File: src/rtl/pll_phase_ctrl_pkg.sv
// Shared types and encodings for the ECP5 EHXPLLL dynamic fine-phase sequencer.
package pll_phase_pkg;

   typedef enum logic [2:0] {
      ST_IDLE   = 3'd0,
      ST_SETUP  = 3'd1,
      ST_PULSE  = 3'd2,
      ST_GAP    = 3'd3,
      ST_FINISH = 3'd4
   } state_e;

   localparam logic [1:0] SEL_CLKOS   = 2'b00;
   localparam logic [1:0] SEL_CLKOS2  = 2'b01;
   localparam logic [1:0] SEL_CLKOS3  = 2'b10;
   localparam logic [1:0] SEL_CLKOP   = 2'b11;

   localparam logic DIR_ADVANCE = 1'b1;
   localparam logic DIR_RETARD  = 1'b0;

   localparam int TMR_W = 16;

endpackage

File: src/rtl/pll_phase_ctrl_if.sv
// Request handshake between a phase requester (calibration FSM / debug regs) and the sequencer.
interface pll_phase_ctrl_if #(
   parameter int CNT_W = 6
) ();
   logic             req_valid;
   logic             req_ready;
   logic [1:0]       req_sel;
   logic             req_dir;
   logic [CNT_W-1:0] req_count;

   modport master (
      output req_valid, req_sel, req_dir, req_count,
      input  req_ready
   );

   modport slave (
      input  req_valid, req_sel, req_dir, req_count,
      output req_ready
   );
endinterface

File: src/rtl/pll_phase_timer.sv
// Loadable down-counter shared by the SETUP, PULSE and GAP phases; expires after i_load cycles.
module pll_phase_timer
   import pll_phase_pkg::*;
#(
   parameter int W = TMR_W
) (
   input  logic         clk,
   input  logic         rst_n,
   input  logic         i_start,
   input  logic [W-1:0] i_load,
   output logic         o_expire
);

   logic [W-1:0] r_cnt;
   logic         r_run;

   // Count down from load-1 so the expire cycle is the last cycle of the interval
   always_ff @(posedge clk or negedge rst_n) begin
      if (!rst_n) begin
         r_cnt <= {W{1'b0}};
         r_run <= 1'b0;
      end else if (i_start) begin
         r_cnt <= i_load - W'(1);
         r_run <= 1'b1;
      end else if (r_cnt != {W{1'b0}}) begin
         r_cnt <= r_cnt - W'(1);
         r_run <= r_run;
      end else begin
         r_cnt <= r_cnt;
         r_run <= 1'b0;
      end
   end

   assign o_expire = r_run && (r_cnt == {W{1'b0}});

endmodule

File: src/rtl/pll_phase_ctrl.sv
// EHXPLLL fine-phase step sequencer with per-output position tracking.
// Position registers exist only when PLL_PHASE_TRACK_EN is defined; otherwise phase_pos reads 0.
module pll_phase_ctrl
   import pll_phase_pkg::*;
#(
   parameter int STEP_PULSE_CYCLES = 4,
   parameter int SETUP_CYCLES      = 2,
   parameter int SETTLE_CYCLES     = 16,
   parameter int N_STEPS           = 48,
   parameter int CNT_W             = 6
) (
   input  logic               clk,
   input  logic               rst_n,
   pll_phase_ctrl_if.slave    req,
   input  logic               pll_locked,
   output logic [1:0]         phasesel,
   output logic               phasedir,
   output logic               phasestep,
   output logic               phaseloadreg,
   output logic               busy,
   output logic               done,
   output logic               lock_err,
   output logic [4*CNT_W-1:0] phase_pos
);

   state_e           r_state;
   state_e           w_next;
   logic             r_lock_meta;
   logic             r_lock_s;
   logic [1:0]       r_sel;
   logic             r_dir;
   logic [CNT_W-1:0] r_remain;
   logic             r_busy;
   logic             r_done;
   logic             r_lock_err;
   logic             w_accept;
   logic             w_abort;
   logic             w_step_done;
   logic             w_tmr_start;
   logic [TMR_W-1:0] w_tmr_load;
   logic             w_tmr_expire;

   assign w_accept    = req.req_valid && (r_state == ST_IDLE) && r_lock_s;
   assign w_abort     = !r_lock_s && ((r_state == ST_SETUP) || (r_state == ST_PULSE) ||
                                      (r_state == ST_GAP));
   assign w_step_done = (r_state == ST_GAP) && w_tmr_expire;

   // Two-flop synchroniser for the asynchronous PLL lock
   always_ff @(posedge clk or negedge rst_n) begin
      if (!rst_n) begin
         r_lock_meta <= 1'b0;
         r_lock_s    <= 1'b0;
      end else begin
         r_lock_meta <= pll_locked;
         r_lock_s    <= r_lock_meta;
      end
   end

   // FSM state register
   always_ff @(posedge clk or negedge rst_n) begin
      if (!rst_n) begin
         r_state <= ST_IDLE;
      end else begin
         r_state <= w_next;
      end
   end

   // FSM next-state logic; a step whose GAP ends as lock drops still counts
   always_comb begin
      w_next = r_state;
      case (r_state)
         ST_IDLE: begin
            if (w_accept) w_next = ST_SETUP;
            else          w_next = ST_IDLE;
         end
         ST_SETUP: begin
            if (!r_lock_s)                     w_next = ST_FINISH;
            else if (!w_tmr_expire)            w_next = ST_SETUP;
            else if (r_remain == {CNT_W{1'b0}}) w_next = ST_FINISH;
            else                               w_next = ST_PULSE;
         end
         ST_PULSE: begin
            if (!r_lock_s)         w_next = ST_FINISH;
            else if (w_tmr_expire) w_next = ST_GAP;
            else                   w_next = ST_PULSE;
         end
         ST_GAP: begin
            if (!r_lock_s)                  w_next = ST_FINISH;
            else if (!w_tmr_expire)         w_next = ST_GAP;
            else if (r_remain == CNT_W'(1)) w_next = ST_FINISH;
            else                            w_next = ST_PULSE;
         end
         ST_FINISH: w_next = ST_IDLE;
         default:   w_next = ST_IDLE;
      endcase
   end

   // FSM outputs: timer restart on entry to each timed phase, strobe and ready decode
   always_comb begin
      w_tmr_start = 1'b0;
      w_tmr_load  = TMR_W'(SETUP_CYCLES);
      if (w_next != r_state) begin
         case (w_next)
            ST_SETUP: begin
               w_tmr_start = 1'b1;
               w_tmr_load  = TMR_W'(SETUP_CYCLES);
            end
            ST_PULSE: begin
               w_tmr_start = 1'b1;
               w_tmr_load  = TMR_W'(STEP_PULSE_CYCLES);
            end
            ST_GAP: begin
               w_tmr_start = 1'b1;
               w_tmr_load  = TMR_W'(SETTLE_CYCLES);
            end
            default: begin
               w_tmr_start = 1'b0;
               w_tmr_load  = TMR_W'(SETUP_CYCLES);
            end
         endcase
      end else begin
         w_tmr_start = 1'b0;
      end
      if ((r_state == ST_PULSE) && r_lock_s) phasestep = 1'b0;
      else                                   phasestep = 1'b1;
      if ((r_state == ST_IDLE) && r_lock_s)  req.req_ready = 1'b1;
      else                                   req.req_ready = 1'b0;
   end

   pll_phase_timer #(
      .W (TMR_W)
   ) u_timer (
      .clk      (clk),
      .rst_n    (rst_n),
      .i_start  (w_tmr_start),
      .i_load   (w_tmr_load),
      .o_expire (w_tmr_expire)
   );

   // Request latch, remaining-step counter and status flags
   always_ff @(posedge clk or negedge rst_n) begin
      if (!rst_n) begin
         r_sel      <= SEL_CLKOS;
         r_dir      <= DIR_RETARD;
         r_remain   <= {CNT_W{1'b0}};
         r_busy     <= 1'b0;
         r_done     <= 1'b0;
         r_lock_err <= 1'b0;
      end else begin
         r_busy <= (w_next == ST_SETUP) || (w_next == ST_PULSE) || (w_next == ST_GAP);
         r_done <= (w_next == ST_FINISH);
         if (w_accept) begin
            r_sel      <= req.req_sel;
            r_dir      <= req.req_dir;
            r_remain   <= req.req_count;
            r_lock_err <= 1'b0;
         end else begin
            if (w_step_done) r_remain <= r_remain - CNT_W'(1);
            if (w_abort)     r_lock_err <= 1'b1;
         end
      end
   end

   assign phasesel     = r_sel;
   assign phasedir     = r_dir;
   assign phaseloadreg = 1'b1;
   assign busy         = r_busy;
   assign done         = r_done;
   assign lock_err     = r_lock_err;

`ifdef PLL_PHASE_TRACK_EN
   logic [CNT_W-1:0] r_pos [4];

   function automatic logic [CNT_W-1:0] pos_next(input logic [CNT_W-1:0] p, input logic d);
      logic [CNT_W-1:0] n;
      if (d == DIR_ADVANCE) begin
         if (p == CNT_W'(N_STEPS - 1)) n = {CNT_W{1'b0}};
         else                          n = p + CNT_W'(1);
      end else begin
         if (p == {CNT_W{1'b0}}) n = CNT_W'(N_STEPS - 1);
         else                    n = p - CNT_W'(1);
      end
      return n;
   endfunction

   // Tracked position per output, moved once per completed step
   always_ff @(posedge clk or negedge rst_n) begin
      if (!rst_n) begin
         for (int i = 0; i < 4; i++) r_pos[i] <= {CNT_W{1'b0}};
      end else if (w_step_done) begin
         r_pos[r_sel] <= pos_next(r_pos[r_sel], r_dir);
      end
   end

   for (genvar g = 0; g < 4; g++) begin : g_pos
      assign phase_pos[g*CNT_W +: CNT_W] = r_pos[g];
   end
`else
   assign phase_pos = {(4*CNT_W){1'b0}};
`endif

endmodule
File: src/flat_wrapper.sv
// flat-port wrapper written by rule: the top's interface ports become plain ports
module pll_phase_ctrl_flat import pll_phase_pkg::*;
#(
   parameter int STEP_PULSE_CYCLES = 4,
   parameter int SETUP_CYCLES      = 2,
   parameter int SETTLE_CYCLES     = 16,
   parameter int N_STEPS           = 48,
   parameter int CNT_W             = 6
)
  (clk, rst_n, pll_locked, phasesel, phasedir, phasestep, phaseloadreg, busy, done, lock_err, phase_pos, req_req_valid, req_req_sel, req_req_dir, req_req_count, req_req_ready);
  pll_phase_ctrl_if #(.CNT_W(CNT_W)) req_i ();
  input  logic clk;
  input  logic rst_n;
  input  logic pll_locked;
  output logic [1:0] phasesel;
  output logic phasedir;
  output logic phasestep;
  output logic phaseloadreg;
  output logic busy;
  output logic done;
  output logic lock_err;
  output logic [4*CNT_W-1:0] phase_pos;
  input wire logic [$bits(req_i.req_valid)-1:0] req_req_valid;
  input wire logic [$bits(req_i.req_sel)-1:0] req_req_sel;
  input wire logic [$bits(req_i.req_dir)-1:0] req_req_dir;
  input wire logic [$bits(req_i.req_count)-1:0] req_req_count;
  output wire logic [$bits(req_i.req_ready)-1:0] req_req_ready;
  assign req_i.req_valid = req_req_valid;
  assign req_i.req_sel = req_req_sel;
  assign req_i.req_dir = req_req_dir;
  assign req_i.req_count = req_req_count;
  assign req_req_ready = req_i.req_ready;
  pll_phase_ctrl #(.STEP_PULSE_CYCLES(STEP_PULSE_CYCLES), .SETUP_CYCLES(SETUP_CYCLES), .SETTLE_CYCLES(SETTLE_CYCLES), .N_STEPS(N_STEPS), .CNT_W(CNT_W)) u_core (.clk(clk), .rst_n(rst_n), .req(req_i), .pll_locked(pll_locked), .phasesel(phasesel), .phasedir(phasedir), .phasestep(phasestep), .phaseloadreg(phaseloadreg), .busy(busy), .done(done), .lock_err(lock_err), .phase_pos(phase_pos));
endmodule
File: config.mk
export PLATFORM = sky130hd
export DESIGN_NAME = pll_phase_ctrl_flat
export DESIGN_NICKNAME = d
export VERILOG_FILES = /design/src/rtl/pll_phase_ctrl_pkg.sv /design/src/rtl/pll_phase_ctrl_if.sv /design/src/rtl/pll_phase_timer.sv /design/src/rtl/pll_phase_ctrl.sv /design/src/flat_wrapper.sv
export SDC_FILE = /design/constraint.sdc
export NUM_CORES = 1
export LEC_CHECK = 0
export CAP_MARGIN = 10
export CELL_PAD_IN_SITES_DETAIL_PLACEMENT = 0
export CELL_PAD_IN_SITES_GLOBAL_PLACEMENT = 2
export CORE_MARGIN = 2
export CORE_UTILIZATION = 27
export DETAILED_ROUTE_END_ITERATION = 6
export PLACE_DENSITY_LB_ADDON = 0.3
export SYNTH_ARGS = -nofsm -noshare
export SYNTH_HDL_FRONTEND = slang
export SYNTH_SLANG_ARGS = --single-unit
File: constraint.sdc
create_clock -name clk -period 3.23 [get_ports clk]
set_clock_uncertainty 0.1 [all_clocks]
set_input_delay 0.646 -clock clk [delete_from_list [all_inputs] [get_ports clk]]
set_output_delay 0.646 -clock clk [all_outputs]
set_load 0.05 [all_outputs]
; Word-level counts from Yosys, hierarchy flattened
; Index checks and enable logic that the tools add are counted.
[totals]
ff_bits = 34
in_bits = 13
out_inout_bits = 33
elab_cells = 68
[op_classes]
n_addsub = 3
eq_ne = 10
mux = 24
reduce_logical = 20
[op_table]
columns = cell, count
row1 = $mux W16, 2
row2 = $sub A16 B1 Y16 const B, 2
row3 = $mux W3, 7
row4 = $logic_not A16 Y1, 1
row5 = $reduce_bool A16 Y1, 1
row6 = $eq A3 B2 Y1 const B, 4
row7 = $mux W6, 2
row8 = $pmux W3 S4, 1
row9 = $mux W1, 10
row10 = $pmux W5 S2, 1
row11 = $logic_and A1 B1 Y1, 7
row12 = $eq A3 B1 Y1 const B, 2
row13 = $eq A6 B1 Y1 const B, 1
row14 = $logic_not A6 Y1, 1
row15 = $reduce_bool A2 Y1, 3
row16 = $sub A6 B1 Y6 const B, 1
row17 = $mux W5, 1
row18 = $logic_or A1 B1 Y1, 4
row19 = $eq A3 B3 Y1 const B, 1
row20 = $logic_not A3 Y1, 1
row21 = $ne A3 B3 Y1, 1
row22 = $reduce_or A3 Y1, 1
row23 = $ne A2 B2 Y1 const B, 1
row24 = $logic_not A1 Y1, 1

; Depth between registers and ports, before layout
; Gate-level depths: netlist (run 1).
[depth]
ltp_word = 10
mapped_depth = 14
ltp_nobuf = 13

; Cells and area by module
; Synthesis (run 1) repeated with hierarchy kept, for this count alone.
[unflattened]
cells_unflattened = 244
area_unflattened_um2 = 2313.5
[modules_own_cells]
columns = mod, instances, cells_each, area_per_inst_um2, seq_area_each_um2
row1 = pll_phase_timer, 1, 125, 1197.4, 425.4
row2 = pll_phase_ctrl, 1, 119, 1116.1, 425.4

; Worst setup path before layout (run 1)
; No wires, ideal clock.
[synth_timing]
path_kind = register to register
start = reg u_core.u_timer.r_cnt[7]
end = reg u_core.u_timer.r_cnt[4]
arrival_time_ns = 3.048
slack_ns = -0.054
path_stages_with_launch = 14
path_buffers = 2
synth_period_minus_slack_ns = 3.284
path_cell_list = dfrtp_1 -> or4_4 -> or2_1 -> buf_6 -> or3_1 -> o211ai_1 -> a21o_1 -> buf_2 -> nand2_1 -> ha_1 -> inv_1 -> a21oi_1 -> o21ai_0 -> o311ai_1
[synth_via]
elab_chain_len = 10
elab_cells_between_ends = 22
cone_classes = add/sub: 1 / eq/ne: 4 / mux: 12 / reduce/logical: 5
[synth_rtl]
columns = item, line_no
row1 = "start, declared", pll_phase_timer.sv:14  ; logic [W-1:0] r_cnt;
row2 = "start signal, assigned", pll_phase_timer.sv:20  ; r_cnt <= {W{1'b0}};
row3 = "start signal, assigned", pll_phase_timer.sv:23  ; r_cnt <= i_load - W'(1);
row4 = "start signal, assigned", pll_phase_timer.sv:26  ; r_cnt <= r_cnt - W'(1);
row5 = $logic_not A16 Y1, pll_phase_timer.sv:34  ; assign o_expire = r_run && (r_cnt == {W{1'b0}});
row6 = $logic_and A1 B1 Y1, pll_phase_timer.sv:34
row7 = $mux W3 (tied with other cells), pll_phase_ctrl.sv:89  ; else if (!w_tmr_expire) w_next = ST_GAP;
row8 = "$mux W3, on equally long branches", "pll_phase_ctrl.sv:88, pll_phase_ctrl.sv:77, pll_phase_ctrl.sv:83"
row9 = $pmux W3 S4, pll_phase_ctrl.sv:71  ; case (r_state)
row10 = $eq A3 B2 Y1 or $eq A3 B1 Y1 (tied branches), pll_phase_ctrl.sv:103  ; case (w_next)
row11 = $pmux W5 S2 or $reduce_or A3 Y1 (tied branches), --
row12 = $mux W5 or $mux W1 (tied branches), "pll_phase_ctrl.sv:102, pll_phase_ctrl.sv:103"
row13 = $sub A16 B1 Y16 or $mux W1 (tied branches), "pll_phase_timer.sv:23, pll_phase_ctrl.sv:102"
row14 = $mux W16 or $reduce_bool A2 Y1 (tied branches), --
; Parallel ways exist; a longest one is shown, timed or not.
; A chain may end at the register's enable or synchronous reset.

; Final worst setup path (run 1)
[layout_timing]
start = reg u_core.u_timer.r_cnt[6]
end = reg u_core.u_timer.r_cnt[8]
; Same word-level chain as after synthesis.

==> metrics.md, run 1 <==
| Metric | Value |
|---|---|
| EDFF count, synth | 0 |
| Seq/Total Area, Yosys | 40.2% |
| Clk sinks | 34 |
| Hpwl dp | 3740 um |
| Initial antenna violation count | 0 |
| CP arrival | 3.15 ns |
| Reg power frac | 34.7% |
| RSZ-0062 raised after global routing | yes |
| Crit Path Class | flop to flop |
| Cells after Synth | 243 |
| Most frequent CP cell | buf_4 |
| Net Sw Frac | 41.0% |
| Layout filler cell count | 806 |
| CP max stage delay | 0.57 ns |
| Largest net degree at the start of global routing | 35 |
| Die width | 92.5 um |
| Clk_lat worst skew | 0.29 ns |
| Maximum fanout along the worst path | 6 |
| Row cnt | 32 |
| Hold_sp | u_core.r_lock_meta |
| Die ar. | 8560 um^2 |
| Reg area | 851 um^2 |
| Worst R2R Start | u_core.u_timer.r_cnt[6] |
| Area taken by multi-input logic gates | 1100 um^2 |
| TritonCTS clock tree | done |
| CTS Root Cell | clkbuf_8 |
| Final worst setup slack | 0.173 ns |
| Top Ports | 46 |
| YS warnings | 0 |
| Tightest hold margin | 0.278 ns |
| Maximum VDD drop | 0.239 mV |
| Most frequent cells in the layout | dfrtp_1 (34), nand2_1 (29), conb_1 (25), nor2_1 (23), clkdlybuf4s50_1 (20) |
| CTS clk-pin slew, worst paths | 0.08 ns |
| Mapped Area | 2110 um^2 |
| Slowest CP cell | or4_4 |
| First-pass GRT wire length | 8690 um |
| Slew headroom | 65.5% |
| Routed via count | 1745 |
| Worst Hold End | u_core.r_lock_s |
| CP required | 3.33 ns |
| Max Cap Viol | 0 |
| Total CTS buffers | 5 |
| Int Pwr | 1.14 mW |
| Synthesized area per cell | 8.70 um^2 |
| 1st-pass router iterations | 4 |
| Net Sw Power | 0.793 mW |
| Crit path buffers/inverters | 2 |
| CP cell instances | or4_4 > or3_2 > o21ai_1 > o211ai_1 > buf_4 > buf_4 > a21oi_2 > nor2_1 > o21ba_2 > a311oi_1 |
| FF-to-FF End | u_core.u_timer.r_cnt[8] |
| CP Launch Type | flop |
| Max clock buf depth | 2 |
| Die span in y | 92.5 um |
| Hold depth | 0 |
| Crit path capture type | flop |
| Core Box Area | 7650 um^2 |
| Comb pwr share | 44.9% |
| PD cells | 754 nW/um^2 |
| GRT Overall Usage | 13.0% |
| Initial Util | 27.7% |
| Via/cell ratio | 4.57 |
| Synthesis-to-layout area growth | 21.2% |
| Final Setup Violations | 0 |
| Gp weighted congestion | 0.816 |
| Post-CTS Hold Buffers | 0 |
| Maximum clock frequency | 327 MHz |
| Library cells used by synthesis | 49 |
| Finished Cell Area | 2560 um^2 |
| Flop and latch count out of synthesis | 34 |
| Fin nets | 296 |
| Part of the cycle the worst path needs | 94.7% |
| Number of global-route vias before repair | 1746 |
| Status | complete, no violations |
| P_leak | 1.12 nW |
| Slew @ Worst Pin | 0.516 ns |
| Asr flop ratio synth | 100% |
| Hold Crit Class | flop to flop |
| Final min period | 3.06 ns |
| FF-to-FF path depth | 10 |
| Commonest non-fill, non-tap cell in the layout | dfrtp_1 |
| Clock Power Share | 20.4% |
| PortBufs | 20 |
| DP Area | 2430 um^2 |
| Total gr overflow | 0 |
| R2R setup slack | 0.17 ns |
| Avg WL per Cell | 13.3 um |
| Pins Over Slew Limit | 0 |
| Total wire length | 5080 um |
| ANT nets after route | 0 |
| Layout cells sized above 1 | 14.3% |
| Crit path max-delay family | simple AND/OR/NAND/NOR gates |
| Main flop type after synthesis | dfrtp_1 |
| Post-place setup slack | 0.131 ns |
| CTS HTree Levels | 2 |
| Hold Vio Cnt, Final | 0 |
| DRC errors left | 0 |
| DR iter-0 viols | 66 |
| Number of diodes | 0 |
-- power groups by stage --
stage | logic, mW | clock network [mW] | registers, mW
global placement | 0.849 | 0 | 0.684
global route | 0.975 | 0.430 | 0.693
detailed placement | 0.844 | 0 | 0.679
finish | 0.869 | 0.394 | 0.671
CTS | 0.848 | 0.410 | 0.672
floorplan | 0.576 | 0 | 0.702
-- state kept, by name (all words and copies together) (netlist names) --
register              cells
u_core.r_remain           6
u_core.phasesel           2
u_core.done               1
u_core.phasedir           1
u_core.r_lock_meta        1
u_core.r_lock_s           1
u_core.u_timer.r_run      1
u_core.u_timer.r_cnt     16
u_core.busy               1
u_core.r_state            3
u_core.lock_err           1
-- per-stage QoR --
step / power [mW] / util (%) / TNS (ns) / std cells
final: 1.93 / 33.5 / 0 / 382
after global routing: 2.10 / 33.5 / -0.0233 / 382
after CTS: 1.93 / 33.2 / 0 / 381
after detailed placement: 1.52 / 31.8 / 0 / 373
after global placement: 1.53 / 31.8 / 0 / 373
after floorplan: 1.28 / - / -0.0671 / 266
-- layer usage --
layer | global-route usage [%] | routed length [um] | vias to the layer above
li1 | - | - | 871
met1 | 18.0 | 2560 | 820
met2 | 20.0 | 2250 | 47
met3 | 2.12 | 169 | 7
met4 | 5.60 | 105 | 0
met5 | 0 | 0 | -
-- how the worst max path moves through the flow --
stage / depth (start not counted) / startpoint / slack [ns] / to
2_1_floorplan: 13 / u_core.u_timer.r_cnt[7] / -0.04 / u_core.u_timer.r_cnt[14]
3_3_place_gp: 12 / u_core.u_timer.r_cnt[6] / 0.11 / u_core.u_timer.r_cnt[4]
3_5_place_dp: 11 / u_core.u_timer.r_cnt[6] / 0.13 / u_core.u_timer.r_cnt[8]
4_1_cts: 11 / u_core.u_timer.r_cnt[7] / 0.11 / u_core.u_timer.r_cnt[6]
5_1_grt: 12 / u_core.u_timer.r_cnt[4] / -0.02 / u_core.u_timer.r_cnt[4]
6_report: 10 / u_core.u_timer.r_cnt[6] / 0.17 / u_core.u_timer.r_cnt[8]
-- layout make-up --
cell class                 instances  share of cell area [%]
inverter                          10                    1.46
timing repair buffer              39                    13.4
clock inverter                     1                    1.17
sequential                        34                    33.2
multi-input combinational        189                    42.9
tap                              102                    4.98
clock buffer                       7                    2.98
-- kinds of logic (layout without fill, tap and decap cells) --
logic type | Yosys count | in the layout | synth area share, %
simple gates | 96 | 96 | 23.5
compound gates | 56 | 56 | 17.4
buf+inv | 43 | 57 | 12.8
flops | 34 | 34 | 40.2
xor+xnor | 8 | 8 | 3.31
fa+ha+maj | 4 | 4 | 2.37
other cells | 2 | 25 | 0.355
-- synth_stat cells, types with 2 or more instances --
library cell | count | share of area, %
inv_1 | 10 | 1.8
o211ai_1 | 4 | 1.4
ha_1 | 4 | 2.4
a211oi_1 | 4 | 1.4
clkbuf_1 | 5 | 0.89
o21ba_2 | 2 | 0.95
xnor2_1 | 7 | 2.9
a21oi_1 | 13 | 3.1
or3_2 | 2 | 0.71
nor4_4 | 2 | 2.0
nand2_1 | 29 | 5.1
nor4_1 | 4 | 1.2
nor3_1 | 8 | 1.9
or3_1 | 4 | 1.2
nor2b_1 | 3 | 0.89
or4_1 | 2 | 0.71
buf_4 | 25 | 8.9
o21bai_1 | 2 | 0.71
nor2_1 | 25 | 4.4
nand2b_1 | 2 | 0.59
conb_1 | 2 | 0.36
buf_6 | 2 | 1.1
o31ai_1 | 2 | 0.71
o21ai_0 | 14 | 3.3
o21ai_1 | 2 | 0.47
dfrtp_1 | 34 | 40
and3_1 | 3 | 0.89
a311oi_1 | 2 | 0.83
nand3_1 | 5 | 1.2
-- what timing repair did --
action                     4_1_cts  5_1_grt
setup endpoints to repair        0        5
resized for setup                0        7
buffers inserted                 0        1
-- worst reg2reg max path, stage by stage, from the launching register on --
cell and delay (ns):
dfrtp_1 0.40, or4_4 0.57, or3_2 0.50, o21ai_1 0.14, o211ai_1 0.15, buf_4 0.17
buf_4 0.14, a21oi_2 0.29, nor2_1 0.09, o21ba_2 0.20, a311oi_1 0.23
(Power assumes the default switching activity.)
==> run 2: changes to the inputs <==
- CELL_PAD_IN_SITES_DETAIL_PLACEMENT: 0 -> 1
- CELL_PAD_IN_SITES_GLOBAL_PLACEMENT: 2 -> 1
- CORE_UTILIZATION: 27 -> 30
- clock period: 3.23 -> 3.9 ns (I/O delays scaled with it)
==> metrics.md, run 2 (synthesized netlist as in run 1, its figures left out) <==
| Metric | Value |
|---|---|
| Reg power frac | 38.4% |
| CP max stage delay | 0.58 ns |
| Pins Over Slew Limit | 0 |
| Metal-1 WL | 2520 um |
| Most frequent CP cell | a21oi_1 |
| Gp weighted congestion | 0.817 |
| Die width | 88.0 um |
| Crit Path Class | flop to flop |
| Layout cells sized above 1 | 8.99% |
| Slew headroom | 66.3% |
| Largest regs | u_core.u_timer.r_cnt (16), u_core.r_remain (6), u_core.r_state (3) |
| Setup_tns | 0 ns |
| Metal3 WL | 202 um |
| DP Area | 2330 um^2 |
| CP required | 3.98 ns |
| Routed via count | 1708 |
| Total wire length | 5210 um |
| Net Sw Power | 0.649 mW |
| Total gr overflow | 0 |
| PostCTS Resize Cnt | 0 |
| Max FFs per register | 16 |
| GRT Overall Usage | 14.8% |
| Largest net degree at the start of global routing | 35 |
| 1st-pass router iterations | 4 |
| Max clock buf depth | 2 |
| TritonCTS clock tree | done |
| First-pass GRT wire length | 8830 um |
| Crit path capture type | flop |
| Largest Register | u_core.u_timer.r_cnt |
| Clock Power Share | 18.2% |
| Number of global-route vias before repair | 1733 |
| Max Cap Viol | 0 |
| Slew @ Worst Pin | 0.504 ns |
| Status | complete, no violations |
| Slowest CP cell | or4_4 |
| Number of diodes | 0 |
| ANT nets after route | 0 |
| Final Setup Violations | 0 |
| Avg WL per Cell | 14.3 um |
| Post-CTS Hold Buffers | 0 |
| CTS HTree Levels | 2 |
| Synthesis-to-layout area growth | 14.6% |
| Maximum clock frequency | 287 MHz |
| P_leak | 1.05 nW |
| Top Ports | 46 |
| Row cnt | 30 |
| Post-Place Cells | 355 |
| Maximum fanout along the worst path | 8 |
| Clk_lat worst skew | 0.29 ns |
| Initial antenna violation count | 0 |
| Total CTS buffers | 5 |
| Int Pwr | 0.840 mW |
| Die ar. | 7740 um^2 |
| CTS clk-pin slew, worst paths | 0.07 ns |
| Finished Cell Area | 2420 um^2 |
| Uppermost routed layer | met4 |
| Initial Util | 31.1% |
| Hold Vio Cnt, Final | 0 |
| RSZ-0062 raised after global routing | no |
| Met2 wire len | 2410 um |
| Hold Crit Class | flop to flop |
| PortBufs | 20 |
| Tot Pwr | 1.49 mW |
| DR iter-0 viols | 82 |
| Post-CTS setup buffer count | 0 |
| CP Launch Type | flop |
| CP cell instances | or4_4 > or2_1 > nor4_1 > nor2_1 > a21o_1 > nand2_1 > ha_1 > inv_1 > a21oi_1 > a21oi_1 > a311oi_1 |
| Crit path max-delay family | simple AND/OR/NAND/NOR gates |
| Crit path buffers/inverters | 1 |
| Core Box Area | 6790 um^2 |
| Via/cell ratio | 4.71 |
| Die span in y | 88.0 um |
| CP arrival | 3.57 ns |
| PD cells | 614 nW/um^2 |
| Fin nets | 283 |
| DRC errors left | 0 |
| Layout filler cell count | 810 |
| Commonest non-fill, non-tap cell in the layout | dfrtp_1 |
| Part of the cycle the worst path needs | 89.3% |
| Tightest hold margin | 0.251 ns |
| Final min period | 3.48 ns |
| Net Sw Frac | 43.6% |
| Clk sinks | 34 |
| Comb pwr share | 43.3% |
| Hpwl dp | 3890 um |
| Fin cells | 363 |
| Maximum VDD drop | 0.252 mV |
| CTS Root Cell | clkbuf_8 |
| Most frequent cells in the layout | dfrtp_1 (34), nand2_1 (29), nor2_1 (25), conb_1 (25), clkdlybuf4s50_1 (20) |
[run 2: changes by cell type in the layout (fill, tap and decap cells not counted), moves of 2 or more]
cell	previous run	this run
o21ai_1	4	2
o21ai_0	12	14
buf_4	19	6
nor2_2	2	0
nor2_1	23	25
[run 2: worst paths after layout]
kind	endpoint	cells after the start	from	slack, ns
max	u_core.u_timer.r_cnt[14]	11	u_core.u_timer.r_cnt[7]	0.42
min	u_core.r_lock_s	0	u_core.r_lock_meta	0.25
max reg2reg	u_core.u_timer.r_cnt[14]	11	u_core.u_timer.r_cnt[7]	0.42
min reg2reg	u_core.r_lock_s	0	u_core.r_lock_meta	0.25
max in group asynchronous	u_core.r_state[2]	2	rst_n	2.58
min in group asynchronous	u_core.r_remain[4]	2	rst_n	0.80
[run 2: layer usage]
layer,GRT usage [%],up-vias
met5,0,-
met4,6.01,0
met3,2.73,6
li1,-,841
met2,23.3,47
met1,20.1,814
[run 2: final cells by class]
class                      instances  area [um^2]  share of cell area, %
clock inverter                     1         5.00                  0.207
tap                               96          120                   4.96
multi-input combinational        189         1080                   44.5
inverter                          10         37.5                   1.55
sequential                        34          851                   35.1
clock buffer                       7         86.3                   3.56
timing repair buffer              26          245                   10.1
[run 2: power by group through the flow]
stage	registers [mW]	logic (mW)	clock network, mW
after floorplan	0.582	0.477	0
after global placement	0.570	0.636	0
after detailed placement	0.576	0.648	0
after CTS	0.570	0.651	0.284
after global routing	0.589	0.719	0.301
final	0.572	0.645	0.271
[run 2: metrics by stage]
stage	utilization, %	worst slack, ns
floorplan	-	0.616
global placement	34.3	0.533
detailed placement	34.3	0.354
CTS	35.7	0.420
global route	35.7	0.148
finish	35.7	0.416
==> run 3: changes to the inputs <==
- CORE_UTILIZATION: 30 -> 41
==> metrics.md, run 3 (synthesized netlist as in run 1, its figures left out) <==
| Metric | Value |
|---|---|
| Max clock buf depth | 2 |
| Hold Crit Class | flop to flop |
| CTS Root Cell | clkbuf_8 |
| P_leak | 1.05 nW |
| CP required | 3.97 ns |
| Initial Util | 41.9% |
| Number of diodes | 0 |
| PostCTS Resize Cnt | 0 |
| Via/cell ratio | 5.21 |
| Crit path buffers/inverters | 1 |
| ANT nets after route | 0 |
| Core Box Area | 5040 um^2 |
| Finished Cell Area | 2390 um^2 |
| GRT Overall Usage | 19.2% |
| Die width | 75.8 um |
| Post-CTS Hold Buffers | 0 |
| Most frequent cells in the layout | dfrtp_1 (34), nand2_1 (29), nor2_1 (25), conb_1 (25), clkdlybuf4s50_1 (20) |
| Maximum VDD drop | 0.269 mV |
| Clk sinks | 34 |
| Crit path max-delay family | simple AND/OR/NAND/NOR gates |
| Fin nets | 283 |
| Largest regs | u_core.u_timer.r_cnt (16), u_core.r_remain (6), u_core.r_state (3) |
| Largest Register | u_core.u_timer.r_cnt |
| CP max stage delay | 0.58 ns |
| Top Ports | 46 |
| Commonest non-fill, non-tap cell in the layout | dfrtp_1 |
| Worst R2R Start | u_core.u_timer.r_cnt[7] |
| DR iter-0 viols | 86 |
| CTS clk-pin slew, worst paths | 0.07 ns |
| Layout cells sized above 1 | 8.99% |
| Crit path capture type | flop |
| Total CTS buffers | 5 |
| Total wire length | 5010 um |
| TritonCTS clock tree | done |
| CTS HTree Levels | 2 |
| First-pass GRT wire length | 8400 um |
| Row cnt | 26 |
| Slew headroom | 65.5% |
| PD cells | 621 nW/um^2 |
| Crit Path Class | flop to flop |
| Status | complete, no violations |
| DRC errors left | 0 |
| CP cell instances | or4_4 > or2_1 > nor4_1 > nor2_1 > a21o_1 > nand2_1 > ha_1 > inv_1 > a21oi_1 > a21oi_1 > a211oi_1 |
| RSZ-0062 raised after global routing | no |
| 1st-pass router iterations | 4 |
| Hpwl dp | 3790 um |
| Tot Pwr | 1.48 mW |
| CP Launch Type | flop |
| Most frequent CP cell | a21oi_1 |
| PortBufs | 20 |
| Clk_lat worst skew | 0.29 ns |
| Setup_tns | 0 ns |
| Final min period | 3.55 ns |
| Slew @ Worst Pin | 0.516 ns |
| Post-CTS setup buffer count | 0 |
| Max Cap Viol | 0 |
| DP Area | 2300 um^2 |
| Die span in y | 75.8 um |
| Routed via count | 1755 |
| Avg WL per Cell | 14.9 um |
| Maximum clock frequency | 282 MHz |
| CP arrival | 3.62 ns |
| Total gr overflow | 0 |
| Initial antenna violation count | 0 |
| Part of the cycle the worst path needs | 91.0% |
| Largest net degree at the start of global routing | 35 |
| Worst setup startpoint | u_core.u_timer.r_cnt[7] |
| Hold_sp | u_core.r_lock_meta |
| Maximum fanout along the worst path | 8 |
| Max FFs per register | 16 |
| Synthesis-to-layout area growth | 13.1% |
| Core Util, Final | 47.4% |
| Hold Vio Cnt, Final | 0 |
| Pins Over Slew Limit | 0 |
| Die ar. | 5750 um^2 |
| Final Setup Violations | 0 |
| Tightest hold margin | 0.250 ns |
| Number of global-route vias before repair | 1739 |
| Slowest CP cell | or4_4 |
| Gp weighted congestion | 0.854 |
run 3: cell counts in the layout (fill, tap and decap cells not counted):
No cell type changed its count.
run 3: layout make-up:
class | instances | area, um^2
fillers | 615 | 2650
multi-input cells | 189 | 1080
flip-flops and latches | 34 | 851
repair buffers | 26 | 245
well taps | 70 | 87.6
clock buffers | 7 | 86.3
inverters | 10 | 37.5
clock inverters | 1 | 5.00
run 3: power by group:
group	internal [mW]	switching [mW]
logic	0.241	0.404
clock network	0.142	0.128
registers	0.456	0.113
run 3: path summary, 6_finish.rpt:
check	end	slack, ns	cells past startpoint
max reg2reg	u_core.u_timer.r_cnt[6]	0.35	11
max	u_core.u_timer.r_cnt[6]	0.35	11
max in group asynchronous	u_core.u_timer.r_cnt[13]	2.58	2
min in group asynchronous	u_core.r_remain[4]	0.81	2
min	u_core.r_lock_s	0.25	0
min reg2reg	u_core.r_lock_s	0.25	0
run 3: metal layers:
metal,GRT usage (%),vias to the layer above,part of all wire (%)
met2,30.4,56,48
met4,5.65,0,1.1
met3,4.10,7,6.0
met5,0,-,0
met1,26.5,850,45
li1,-,842,-
run 3: through the flow:
stage,worst slack [ns],cells
after floorplan,0.616,266
after global placement,0.519,329
after detailed placement,0.377,329
after CTS,0.382,337
after global routing,0.195,337
final,0.352,337
